$ cat config.mk
export PLATFORM = sky130hd
export DESIGN_NAME = led_input_conditioner
export DESIGN_NICKNAME = d
export VERILOG_FILES = /design/src/rtl/led_input_conditioner.sv
export SDC_FILE = /design/constraint.sdc
export NUM_CORES = 1
export LEC_CHECK = 0
export CAP_MARGIN = 20
export CELL_PAD_IN_SITES_DETAIL_PLACEMENT = 1
export CELL_PAD_IN_SITES_GLOBAL_PLACEMENT = 2
export CORE_ASPECT_RATIO = 0.9
export CORE_MARGIN = 10
export CORE_UTILIZATION = 33
export DETAILED_ROUTE_END_ITERATION = 8
export PLACE_DENSITY_LB_ADDON = 0.25
export SLEW_MARGIN = 20
export SYNTH_ARGS = -nofsm -noshare
export SYNTH_HDL_FRONTEND = slang
export SYNTH_SLANG_ARGS = --single-unit
$ cat constraint.sdc
create_clock -name clk -period 2.9 [get_ports clk]
set_input_delay 0.435 -clock clk [delete_from_list [all_inputs] [get_ports clk]]
set_output_delay 0.435 -clock clk [all_outputs]
set_load 0.01 [all_outputs]
$ cat src/rtl/led_input_conditioner.sv
// led_input_conditioner: synchronizes and debounces the raw pedestrian-button
// and car-sensor inputs. Each accepted button press becomes a sticky request,
// which stays up until the controller acknowledges it. After an
// acknowledge, new presses are ignored for a lockout window.

// Two-flop synchronizer followed by a counting debouncer for one input.
// stable_o changes only after the synchronized value has differed from it for
// DEBOUNCE_CYCLES consecutive edges. rise_o is high during the cycle whose
// closing edge moves stable_o from 0 to 1.
module led_ic_debounce #(
    parameter int DEBOUNCE_CYCLES = 4
) (
    input  logic clk,
    input  logic rst_n,
    input  logic raw_i,
    output logic stable_o,
    output logic rise_o
);

    localparam int CW = (DEBOUNCE_CYCLES > 2) ? $clog2(DEBOUNCE_CYCLES) : 1;
    localparam logic [CW-1:0] CNT_LAST = CW'(DEBOUNCE_CYCLES - 1);

    logic          s1_q, s2_q;
    logic          d_q, d_d;
    logic [CW-1:0] cnt_q, cnt_d;
    logic          cnt_done;

    assign cnt_done = (cnt_q == CNT_LAST);

    // Two-stage synchronizer for the asynchronous raw input.
    always_ff @(posedge clk or negedge rst_n) begin
        if (!rst_n) begin
            s1_q <= 1'b0;
            s2_q <= 1'b0;
        end else begin
            s1_q <= raw_i;
            s2_q <= s1_q;
        end
    end

    // Debounce next state: count disagreeing edges and clear on any agreement.
    always_comb begin
        d_d   = d_q;
        cnt_d = '0;
        if (s2_q != d_q) begin
            if (cnt_done) begin
                d_d   = s2_q;
                cnt_d = '0;
            end else begin
                cnt_d = cnt_q + 1'b1;
            end
        end
    end

    // Debounce state registers.
    always_ff @(posedge clk or negedge rst_n) begin
        if (!rst_n) begin
            d_q   <= 1'b0;
            cnt_q <= '0;
        end else begin
            d_q   <= d_d;
            cnt_q <= cnt_d;
        end
    end

    assign stable_o = d_q;
    assign rise_o   = s2_q & ~d_q & cnt_done;

endmodule

module led_input_conditioner #(
    parameter int DEBOUNCE_CYCLES = 4,
    parameter int LOCKOUT_CYCLES  = 8,
    parameter int COUNT_WIDTH     = 8
) (
    input  logic                   clk,
    input  logic                   reset,
    input  logic                   button_raw,
    input  logic                   car_raw,
    input  logic                   ped_ack,
    output logic                   pedestrian_button,
    output logic                   car_sensor,
    output logic                   in_lockout,
    output logic [COUNT_WIDTH-1:0] press_count
);

    // The lockout counter must hold LOCKOUT_CYCLES. It keeps at least one bit
    // so that the design still elaborates when there is no lockout.
    localparam int LW = (LOCKOUT_CYCLES > 0) ? $clog2(LOCKOUT_CYCLES + 1) : 1;
    localparam logic [LW-1:0] LOCK_LOAD = LW'(LOCKOUT_CYCLES);

    logic                   btn_stable, btn_rise;
    logic                   car_stable, car_rise_unused;

    logic                   pend_q, pend_d;
    logic [LW-1:0]          lock_q, lock_d;
    logic [COUNT_WIDTH-1:0] cnt_q, cnt_d;
    logic                   lock_active;

    led_ic_debounce #(.DEBOUNCE_CYCLES(DEBOUNCE_CYCLES)) u_btn_db (
        .clk      (clk),
        .rst_n    (reset),
        .raw_i    (button_raw),
        .stable_o (btn_stable),
        .rise_o   (btn_rise)
    );

    led_ic_debounce #(.DEBOUNCE_CYCLES(DEBOUNCE_CYCLES)) u_car_db (
        .clk      (clk),
        .rst_n    (reset),
        .raw_i    (car_raw),
        .stable_o (car_stable),
        .rise_o   (car_rise_unused)
    );

    assign lock_active = (lock_q != '0);

    // Request priority: an ack wins over any rise on the same edge. A rise
    // during lockout is dropped. Otherwise the rise sets the pending flag and
    // is counted, with the count saturating.
    always_comb begin
        pend_d = pend_q;
        cnt_d  = cnt_q;
        lock_d = lock_active ? (lock_q - 1'b1) : lock_q;
        if (ped_ack) begin
            pend_d = 1'b0;
            lock_d = LOCK_LOAD;
        end else if (btn_rise && !lock_active) begin
            pend_d = 1'b1;
            if (cnt_q != {COUNT_WIDTH{1'b1}}) begin
                cnt_d = cnt_q + 1'b1;
            end
        end
    end

    // Request, lockout and press-count registers.
    always_ff @(posedge clk or negedge reset) begin
        if (!reset) begin
            pend_q <= 1'b0;
            lock_q <= '0;
            cnt_q  <= '0;
        end else begin
            pend_q <= pend_d;
            lock_q <= lock_d;
            cnt_q  <= cnt_d;
        end
    end

    // The stable value of the button is used only through its rise event.
    logic btn_stable_unused;
    assign btn_stable_unused = btn_stable;

    assign pedestrian_button = pend_q;
    assign car_sensor        = car_stable;
    assign in_lockout        = lock_active;
    assign press_count       = cnt_q;

endmodule

==> flow_metrics.py <==
metrics = {
    "clock_network": {
        "cts_made_buffers": 3,
        "clock_path_buffers": 2,
        "hold_buffers": 0,
        "h-tree-depth": 1,
        "cts_tree": "built",
        "cts-resized-gates": 0,
        "clkSinkCount": 23,
        "post-cts-setup-buffers": 0,
        "root_buffer": "clkbuf_4",
        "clock_latency_ps": 310,
        "clk_pin_slew_ps": 110,
    },
    "floorplanning": {
        "num_io_pins": 16,
        "design.die.area_sq_um": 5780,
        "core-area_sq_um": 3040,
        "die_y_microns": 73.1,
        "die_width_microns": 79.0,
        "initial_core_util": 0.340,
        "rows": 19,
    },
    "global_route": {
        "overflow": 0,
        "grt_pass1_vias": 728,
        "grtUsageTotal": 0.0722,
        "grt_max_degree": 24,
        "antenna_found_initial": 0,
        "grt_pass1_wl_microns": 3370,
    },
    "logic_synthesis": {
        "synth_area_sq_um": 1030,
        "avgSynthCellArea_sq_um": 12.3,
        "synth_warnings": 0,
        "synth_cell_types": 31,
        "synth_nets": 94,
        "syn_inst": 84,
        "yosysSeqAreaShare": 0.556,
        "ys_seq_elements": 23,
    },
    "routing": {
        "initialDrtViolationCount": 27,
        "viasPerCell": 4.66,
        "vias": 671,
        "ant_nets": 0,
        "routedWlPerCell_microns": 13.1,
        "first_pass_iters": 4,
        "wl_microns": 1880,
        "drc": 0,
    },
    "critical_path": {
        "worstPathArrival_ps": 1990,
        "crit_path_cell_trace": "inv_1, ha_1, or3b_1, clkdlybuf4s50_1",
        "cp-start-kind": "register",
        "worstSetupEndpointType": "output pin",
        "r2r_cells": 6,
        "cp.required_ps": 2470,
        "cp_max_fo": 7,
        "critPathMaxStageDelay_ps": 530,
        "crit_slowest_cell": "clkdlybuf4s50_1",
        "criticalPathCategory": "reg -> out",
    },
    "layout": {
        "final_common_cell": "dfrtp_1",
        "fin_nets": 113,
        "finalNonFillerCells": 144,
        "layout_common_cells": "dfrtp_1 (23), clkdlybuf4s50_1 (15), inv_1 (6), a21oi_1 (6)",
        "diodes": 0,
        "area_growth_pct": 20.7,
        "drive_gt1_frac": 0.0882,
    },
    "place": {
        "place_congestion": 0.712,
        "hpwlAfterDp_microns": 1480,
        "dp.cells": 140,
        "numPortBuffers": 15,
    },
    "timing": {
        "hold_violations": 0,
        "tns_ps": 0,
        "slew_headroom": 0.766,
        "drv_slew": 0,
        "tightest_slew_ps": 351,
        "rsz0062_at_grt": "no",
        "fmax_mhz": 413,
        "fin_crit_ps": 2420,
        "setup_viol": 0,
        "fin_crit_sh": 0.836,
        "skew_ps": 2.77,
    },
    "run_status": {
        "status": "complete, no violations",
    },
    "power": {
        "p_per_area_nw_per_um2": 652,
        "p_leak_nw": 0.564,
        "power_mw": 0.814,
        "peakVddDrop_mv": 0.301,
    },
    "hold_path": {
        "whs_path_depth": 0,
        "min_path_type": "reg -> reg",
    },
    "run": {
        "drv_cap": 0,
    },
}
-- cell type report --
| class | instances | area [sq um] |
|---|---|---|
| Fill cell | 352 | 1790 |
| Tap cell | 42 | 52.6 |
| Inverter | 6 | 22.5 |
| Multi-Input combinational cell | 53 | 414 |
| Clock buffer | 4 | 26.3 |
| Timing Repair Buffer | 16 | 158 |
| Sequential cell | 23 | 576 |
-- flip-flops by register name (all words and copies together) (netlist names) --
register,count
pedestrian_button,1
u_btn_db.s1_q,1
u_car_db.cnt_q,2
u_car_db.s1_q,1
u_car_db.s2_q,1
u_car_db.stable_o,1
press_count,8
u_btn_db.stable_o,1
lock_q,4
u_btn_db.cnt_q,2
u_btn_db.s2_q,1
-- path summary, 6_finish.rpt --
check,start,to,slack [ps]
min in group asynchronous,reset,u_car_db.s2_q$_DFF_PN0_,470
worst max register to register,lock_q[0]$_DFFE_PN0P_,press_count[7]$_DFFE_PN0P_,620
worst min register to register,u_car_db.s1_q$_DFF_PN0_,u_car_db.s2_q$_DFF_PN0_,360
max in group asynchronous,reset,press_count[3]$_DFFE_PN0P_,2200
worst min-delay path,u_car_db.s1_q$_DFF_PN0_,u_car_db.s2_q$_DFF_PN0_,360
worst max-delay path,lock_q[0]$_DFFE_PN0P_,in_lockout,480
-- power by group --
| group | switching, mW | internal, mW | leakage, nW |
|---|---|---|---|
| Sequential | 0.0479 | 0.389 | 0.292 |
| Clock | 0.0886 | 0.0537 | 0.0150 |
| Combinational | 0.107 | 0.128 | 0.258 |
-- synth_stat cells --
master    count  area, sq um
buf_6         2         22.5
nand3_1       3         15.0
nor2b_1       1         6.26
mux2_2        1         11.3
ha_1          5         62.6
a31o_2        1         8.76
nor4_4        2         42.5
a21oi_1       6         30.0
a31oi_1       1         6.26
nand2_1       2         7.51
or2_1         1         6.26
nor3_1        2         10.0
inv_1         6         22.5
and3_1        2         12.5
mux2i_1       1         10.0
or3b_1        1         8.76
nor2_1        5         18.8
a211oi_1      1         7.51
or3_1         1         6.26
o21ai_1       1         5.00
xor2_1        5         43.8
dfrtp_1      23          576
xnor2_1       1         8.76
nor3b_1       1         7.51
nand3b_1      2         15.0
nand2b_1      1         6.26
and4_1        1         8.76
a211oi_2      1         12.5
and2_1        1         6.26
o31ai_1       1         7.51
mux2_1        2         22.5
-- metal layers --
layer / GRT usage / vias up / wire, microns
met5: 0 / - / 0
met1: 0.0785 / 332 / 844
li1: - / 325 / -
met4: 0.0239 / 0 / 21
met2: 0.124 / 10 / 943
met3: 0.0308 / 4 / 72
-- logic make-up after synthesis --
kind of cell               Yosys count  share of synthesized area
muxes                                4                     0.0423
adders and majority gates            5                     0.0605
DFF                                 23                      0.556
and+or+nand+nor                     26                      0.172
AOI/OAI and AO/OA                   12                     0.0750
buffers and inverters                8                     0.0435
xor gates and xnor gates             6                     0.0508
-- worst max-delay path: cells and delay by family, from the launching register on --
kind                       cells  cell delay, ps
adders and majority gates      1             190
buffers and inverters          2             590
DFF                            1             420
and+or+nand+nor                1             480
-- per-stage QoR --
stage          area (sq um)  hold slack, ps  setup slack (ps)  utilization
6_report               1250             365               476        0.410
5_1_grt                1250             384               341        0.410
4_1_cts                1250             370               443        0.410
3_5_place_dp           1220             336               585        0.402
3_3_place_gp           1220             338               638        0.402
2_1_floorplan          1030             139               745            -
No activity file was read; power rests on OpenSTA's default activity.
